`config.mk`:
```
export PLATFORM = sky130hd
export DESIGN_NAME = instruction_memory_loader
export DESIGN_NICKNAME = d
export VERILOG_FILES = /design/src/rtl/instruction_memory_loader.sv
export SDC_FILE = /design/constraint.sdc
export NUM_CORES = 1
export LEC_CHECK = 0
export CAP_MARGIN = 20
export CORE_ASPECT_RATIO = 1.2
export CORE_UTILIZATION = 54
export CTS_BUF_LIST = sky130_fd_sc_hd__clkbuf_8
export CTS_CLUSTER_DIAMETER = 30
export DETAILED_ROUTE_END_ITERATION = 12
export PLACE_DENSITY_LB_ADDON = 0.1
export SKIP_LAST_GASP = 1
export SLEW_MARGIN = 20
export SYNTH_ARGS = -nofsm -noshare
export SYNTH_HDL_FRONTEND = slang
export SYNTH_SLANG_ARGS = --single-unit
```
`constraint.sdc`:
```
create_clock -name i_clock -period 3 [get_ports i_clock]
set_input_delay 0.6 -clock i_clock [delete_from_list [all_inputs] [get_ports i_clock]]
set_output_delay 0.6 -clock i_clock [all_outputs]
set_load 0.005 [all_outputs]
```
`src/rtl/instruction_memory_loader.sv`:
```
// rtl/instruction_memory_loader.sv - assembles UART bytes into 32-bit words and loads instruction memory
module instruction_memory_loader #(
  parameter int                  NB_DATA          = 32,
  parameter int                  NB_BYTE          = 8,
  parameter int                  NB_ADDR          = 10,
  parameter int                  NB_STATE         = 3,
  parameter logic [NB_BYTE-1:0]  CMD_LOAD         = 8'h4C,
  parameter logic [NB_DATA-1:0]  HALT_INSTRUCTION = 32'hFC00_0000
) (
  input  logic                i_clock,
  input  logic                i_reset,
  input  logic [NB_BYTE-1:0]  i_rx_data,
  input  logic                i_rx_done,
  output logic                o_imem_write,
  output logic [NB_ADDR-1:0]  o_imem_addr,
  output logic [NB_DATA-1:0]  o_imem_data,
  output logic                o_loading,
  output logic                o_load_done,
  output logic                o_load_error,
  output logic [NB_ADDR:0]    o_word_count,
  output logic [NB_STATE-1:0] o_state
);

  typedef enum logic [NB_STATE-1:0] {
    S_IDLE    = NB_STATE'(0),
    S_RECEIVE = NB_STATE'(1),
    S_DONE    = NB_STATE'(2),
    S_ERROR   = NB_STATE'(3)
  } state_t;

  localparam logic [NB_ADDR-1:0] ADDR_MAX = '1;

  state_t                      state_q, state_d;
  logic [1:0]                  byte_idx_q;
  logic [NB_DATA-NB_BYTE-1:0]  shift_q;
  logic [NB_ADDR-1:0]          addr_q;
  logic [NB_ADDR:0]            count_q;
  logic [NB_DATA-1:0]          data_q;
  logic                        write_q;
  logic                        done_q;
  logic                        error_q;

  logic                        rx_cmd;
  logic                        rx_capture;
  logic                        word_last;
  logic                        start;
  logic [NB_DATA-1:0]          assembled;

  assign rx_cmd     = i_rx_done && (i_rx_data == CMD_LOAD);
  assign rx_capture = i_rx_done && (state_q == S_RECEIVE);
  assign word_last  = rx_capture && (byte_idx_q == 2'd3);
  assign assembled  = {shift_q, i_rx_data};
  assign start      = rx_cmd && (state_q == S_IDLE || state_q == S_DONE || state_q == S_ERROR);

  always_comb begin
    state_d = state_q;
    case (state_q)
      S_IDLE:    if (rx_cmd) state_d = S_RECEIVE;
      S_RECEIVE: begin
        // Halt takes priority so a halt stored in the last slot still terminates cleanly
        if (word_last) begin
          if (assembled == HALT_INSTRUCTION) state_d = S_DONE;
          else if (addr_q == ADDR_MAX)       state_d = S_ERROR;
        end
      end
      S_DONE,
      S_ERROR:   if (rx_cmd) state_d = S_RECEIVE;
      default:   state_d = S_IDLE;
    endcase
  end

  always_ff @(posedge i_clock or posedge i_reset) begin
    if (i_reset) begin
      state_q    <= S_IDLE;
      byte_idx_q <= '0;
      shift_q    <= '0;
      addr_q     <= '0;
      count_q    <= '0;
      data_q     <= '0;
      write_q    <= 1'b0;
      done_q     <= 1'b0;
      error_q    <= 1'b0;
    end else begin
      state_q <= state_d;
      write_q <= word_last;
      if (word_last) data_q <= assembled;

      if (start) begin
        byte_idx_q <= '0;
        addr_q     <= '0;
        count_q    <= '0;
        done_q     <= 1'b0;
        error_q    <= 1'b0;
      end else begin
        // Pointer advance retires the write issued last cycle; it saturates at the top slot
        if (write_q) begin
          count_q <= count_q + 1'b1;
          if (addr_q != ADDR_MAX) addr_q <= addr_q + 1'b1;
        end
        if (rx_capture) begin
          shift_q    <= assembled[NB_DATA-NB_BYTE-1:0];
          byte_idx_q <= byte_idx_q + 2'd1;
        end
        if (state_q == S_RECEIVE && state_d == S_DONE)  done_q  <= 1'b1;
        if (state_q == S_RECEIVE && state_d == S_ERROR) error_q <= 1'b1;
      end
    end
  end

  assign o_imem_write = write_q;
  assign o_imem_addr  = addr_q;
  assign o_imem_data  = data_q;
  assign o_loading    = (state_q == S_RECEIVE);
  assign o_load_done  = done_q;
  assign o_load_error = error_q;
  assign o_word_count = count_q;
  assign o_state      = state_q;

endmodule

```
# Word-level counts from Yosys, hierarchy flattened
# Cells that the tools add are included.
# op_classes
addsub	3
n_bitwise	1
muxes	16
eq_ne	10
reduce_logical	17
# op_table
operator	count
32-bit == test, second input constant	1
10-bit two-way mux	3
11-bit two-way mux	2
3-bit by 2-bit == test with 1-bit output, second input constant	4
3-bit two-way mux	4
11-bit by 1-bit adder with 11-bit output, second input constant	1
10-bit by 1-bit adder with 10-bit output, second input constant	1
10-bit == test, second input constant	1
10-bit inequality test, second input constant	1
2-bit nonzero test	5
8-bit by 7-bit == test with 1-bit output, second input constant	1
1-bit logical AND	6
3-bit case mux with 2 select lines	1
1-bit two-way mux	4
2-bit two-way mux	2
2-bit AND reduction	2
3-bit by 1-bit == test with 1-bit output, second input constant	1
3-bit zero test	1
3-bit OR reduction	1
2-bit by 1-bit adder with 2-bit output, second input constant	1
2-bit == test, second input constant	1
1-bit logical OR	2
1-bit NOT	1
# word_totals
reg_bits	85
inputBits	11

# Depth between registers and ports, before layout
# depth
ltp_word	9
mapped_depth	6
depth_no_buf	5

# Worst setup path after synthesis
# OpenSTA, ideal clock, no wires.
# synth_path
path_kind	in2reg
from	in i_rx_data[4]
to	reg addr_q[4], in the netlist o_imem_addr[4]
path_buffers	2
stages	6
required_time_ns	2.874
t_arrival_ns	1.547
setup_slack_ns	1.327
setup_time_ns	0.126
cell_sequence	nor3_1 -> and2_1 -> and4_1 -> clkbuf_1 -> buf_4 -> a21oi_1
# synth_between
elab_chain_len	5
word_cells_on_any_way	7
cone_classes	eq/ne: 1; mux: 1; reduce/logical: 5
# synth_rtl
element	line	source
start, declared	12	input logic [NB_BYTE-1:0] i_rx_data,
8-bit by 7-bit == test with 1-bit output (*)	49	assign rx_cmd = i_rx_done && (i_rx_data == CMD_LOAD);
1-bit logical AND (*)	49	
1-bit logical AND (*)	53	assign start = rx_cmd && (state_q == S_IDLE || state_q == S_DONE || state_q == S_ERROR);
2-bit nonzero test (no source line)	n/a	
2-bit AND reduction (no source line)	n/a	
end signal, assigned	98	if (addr_q != ADDR_MAX) addr_q <= addr_q + 1'b1;
end, declared	36	logic [NB_ADDR-1:0] addr_q;
# Mark *: on every way between the ends. The rest lies on a longest branch, timed or not.
# A chain may end at the register's enable or synchronous reset.

# Worst setup path after layout
# layout_path
from	reg state_q[2], in the netlist o_state[2]
to	out o_loading
# layout_between
elab_chain_len	1
# layout_rtl
element	line	source
start, declared	33	state_t state_q, state_d;
start signal, assigned	84	state_q <= state_d;
3-bit by 1-bit == test with 1-bit output	113	assign o_loading = (state_q == S_RECEIVE);
end, declared	17	output logic o_loading,
# No other way between the ends.

==> flow_metrics.py <==
metrics = {
    "timing": {
        "fin_ws_ns": 0.767,
        "period_minus_slack_ns": 2.23,
        "worst_pin_slew_ns": 0.577,
        "tns_ns": 0,
        "finalSetupViolCount": 0,
        "hold_viol_final": 0,
        "max_slew_margin_pct": 61.5,
        "drv_slew": 0,
        "fmax_mhz": 448,
        "finClkSkew_ns": 0.0136,
        "rsz0062_at_grt": "no",
        "fin_crit_sh_pct": 74.4,
    },
    "floorplanning": {
        "die_w_um": 78.3,
        "row_count": 33,
        "core_um2": 6770,
        "dieArea_um2": 7320,
        "io_pins": 71,
        "start_util_pct": 55.6,
        "die_y_um": 93.5,
    },
    "cells_and_area": {
        "n_antenna_cell": 0,
        "final_common_cell": "dfrtp_1",
        "drive_gt1_share_pct": 23.4,
        "area_growth_pct": 27.9,
        "ff_latch_area_um2": 2130,
        "multi_input_area_um2": 1530,
        "layout_common_cells": "dfrtp_1, clkdlybuf4s50_1, mux2_4",
        "nFillCells": 476,
        "nets": 364,
    },
    "route": {
        "wire_per_inst_um": 15.9,
        "viasPerCell": 5.37,
        "final_antenna_net_count": 0,
        "firstDrtPassIters": 4,
        "vias": 2374,
        "drt_iter0_drc": 62,
        "routed_wl_mm": 7.02,
        "drc_errors": 0,
    },
    "setup_path": {
        "end_kind": "primary output",
        "required_ns": 2.40,
        "r2r-end": "o_imem_data[5]",
        "critPathKind": "register to primary output",
        "r2r_cells": 4,
        "rrSetupSlack_ns": 1.19,
        "critPathLaunchType": "register",
        "crit_arrival_ns": 1.63,
        "reg2reg_from": "o_state[0]",
        "worstPathMaxFanout": 5,
    },
    "job": {
        "drv_cap": 0,
    },
    "hold_path": {
        "min_path_cells": 1,
        "min-delay-path-class": "register to register",
        "hp-start": "o_imem_data[12]",
        "hold_path_end": "o_imem_data[12]",
    },
    "synthesis": {
        "synth-main-ff-cell": "dfrtp_1",
        "synth_edf_count": 0,
        "syn_inst": 275,
        "seq_area_frac_synth_pct": 56.5,
        "synth_seq_cells": 85,
        "syn-cell-area_um2": 3770,
        "syn_nets": 289,
        "synth-async-reset-ratio_pct": 100,
        "syn_avg_cell_area_um2": 13.7,
        "synth.distinct_cells": 45,
        "synth_warnings": 0,
    },
    "global_routing": {
        "use_met3_pct": 4.98,
        "grt_antenna_before_repair": 0,
        "grtUsageMet2_pct": 32.9,
        "grt_pass1_vias": 2307,
        "grt_max_degree": 54,
        "grt_overflow": 0,
        "grt_busiest_layer": "met2",
        "grt_pass1_wl_mm": 11.7,
        "grt_util_met1_pct": 28.8,
        "grt_usage_pct": 21.1,
    },
    "pwr": {
        "p_int_mw": 1.94,
        "p_switching_mw": 0.513,
        "swShare_pct": 21.0,
        "fin_total_pwr_mw": 2.45,
        "powerDensity_nw_per_um2": 508,
        "power_leakage_nw": 2.28,
        "pwr-share-seq_pct": 49.5,
        "vdd_drop_max_v": 0.000344,
        "combPwrFrac_pct": 6.2,
        "power_frac_clock_pct": 44.3,
    },
    "cts": {
        "cts_hold_buf": 0,
        "cts_tree": "built",
        "h-tree-depth": 3,
        "cts_buffer_depth": 2,
        "root_buffer": "clkbuf_8",
        "clk_pin_slew_ns": 0.08,
        "cts_setup_buffers": 0,
        "insertion_delay_ns": 0.35,
        "cts_buffers": 9,
        "cts.repair.resized": 0,
        "clock-sinks": 85,
    },
    "placed_design": {
        "hpwl_mm": 4.81,
        "place.port_buffers": 70,
        "post-place-ws_ns": 0.597,
        "gp_congestion": 0.817,
    },
    "run_status": {
        "outcome": "complete, no violations",
    },
}
-- power groups by stage --
stage                     logic (mW)  registers (mW)  clock network, mW
after detailed placement       0.154            1.23                  0
after global routing           0.172            1.22               1.16
after floorplan               0.0853            1.22                  0
final                          0.152            1.21               1.09
after CTS                      0.154            1.21               1.11
after global placement         0.150            1.23                  0
-- registers in the layout (all words and copies together) (netlist names) --
signal,flops
o_imem_write,1
shift_q,24
o_load_error,1
o_state,3
o_imem_addr,10
byte_idx_q,2
o_word_count,11
o_load_done,1
o_imem_data,32
-- area by class of cell --
class | instances | area share [%]
Tap cell | 87 | 2.26
Timing Repair Buffer | 74 | 15.4
Sequential cell | 85 | 44.1
Clock inverter | 5 | 2.67
Multi-Input combinational cell | 172 | 31.7
Clock buffer | 11 | 3.14
Inverter | 8 | 0.649
-- through the flow --
step	utilization, %	area, um^2	hold WS, ns	std cells
final	71.2	4820	0.513	442
after global routing	71.2	4820	0.534	442
after CTS	71.2	4820	0.516	442
after detailed placement	67.0	4540	0.493	426
after global placement	67.0	4540	0.494	426
after floorplan	-	3770	0.490	275
-- how the worst max path moves through the flow --
stage            startpoint        endpoint  slack [ns]
2_1_floorplan       i_reset   byte_idx_q[0]        0.21
3_3_place_gp      i_rx_done  o_imem_data[0]        0.65
3_5_place_dp   i_rx_data[4]      o_state[0]        0.60
4_1_cts          o_state[2]       o_loading        0.76
5_1_grt          o_state[2]       o_loading        0.68
6_report         o_state[2]       o_loading        0.77
-- cell families after synthesis --
family	synth area share [%]
xor+xnor	3.02
fa+ha+maj	0.996
compound gates	3.95
simple gates	11.7
mux	20.8
other cells	0.0995
buf+inv	2.96
flops	56.5
-- worst max-delay path, stage by stage (launching register included) --
cell	delay, ns
dfrtp_1	0.44
inv_1	0.14
nand2_1	0.08
nor2_1	0.11
clkdlybuf4s50_1	0.52
-- Yosys cell counts (2+ instances only) --
cell | count | share of area [%]
a21oi_1 | 5 | 0.66
inv_1 | 8 | 0.80
nand4_1 | 6 | 1.0
buf_4 | 3 | 0.60
mux2i_1 | 4 | 1.1
or4_1 | 2 | 0.40
and2_1 | 2 | 0.33
ha_1 | 3 | 1.0
nor2_1 | 22 | 2.2
nand2_1 | 10 | 1.0
o31ai_1 | 2 | 0.40
nor3_1 | 4 | 0.53
and3_1 | 2 | 0.33
nor4_1 | 8 | 1.3
dfrtp_1 | 85 | 56
mux2_4 | 30 | 12
or3_1 | 4 | 0.66
xor2_1 | 5 | 1.2
buf_6 | 4 | 1.2
and4_1 | 2 | 0.47
buf_2 | 2 | 0.27
o21ai_0 | 5 | 0.66
xnor2_1 | 8 | 1.9
mux2_2 | 26 | 7.8
nand3_1 | 3 | 0.40
-- per-layer routing --
metal | up-vias | routed length (um) | share of wire, %
li1 | 1131 | - | -
met4 | 0 | 95 | 1.4
met3 | 9 | 292 | 4.2
met5 | - | 0 | 0
met1 | 1183 | 3270 | 47
met2 | 51 | 3360 | 48
Power figures use the tool's default switching activity.
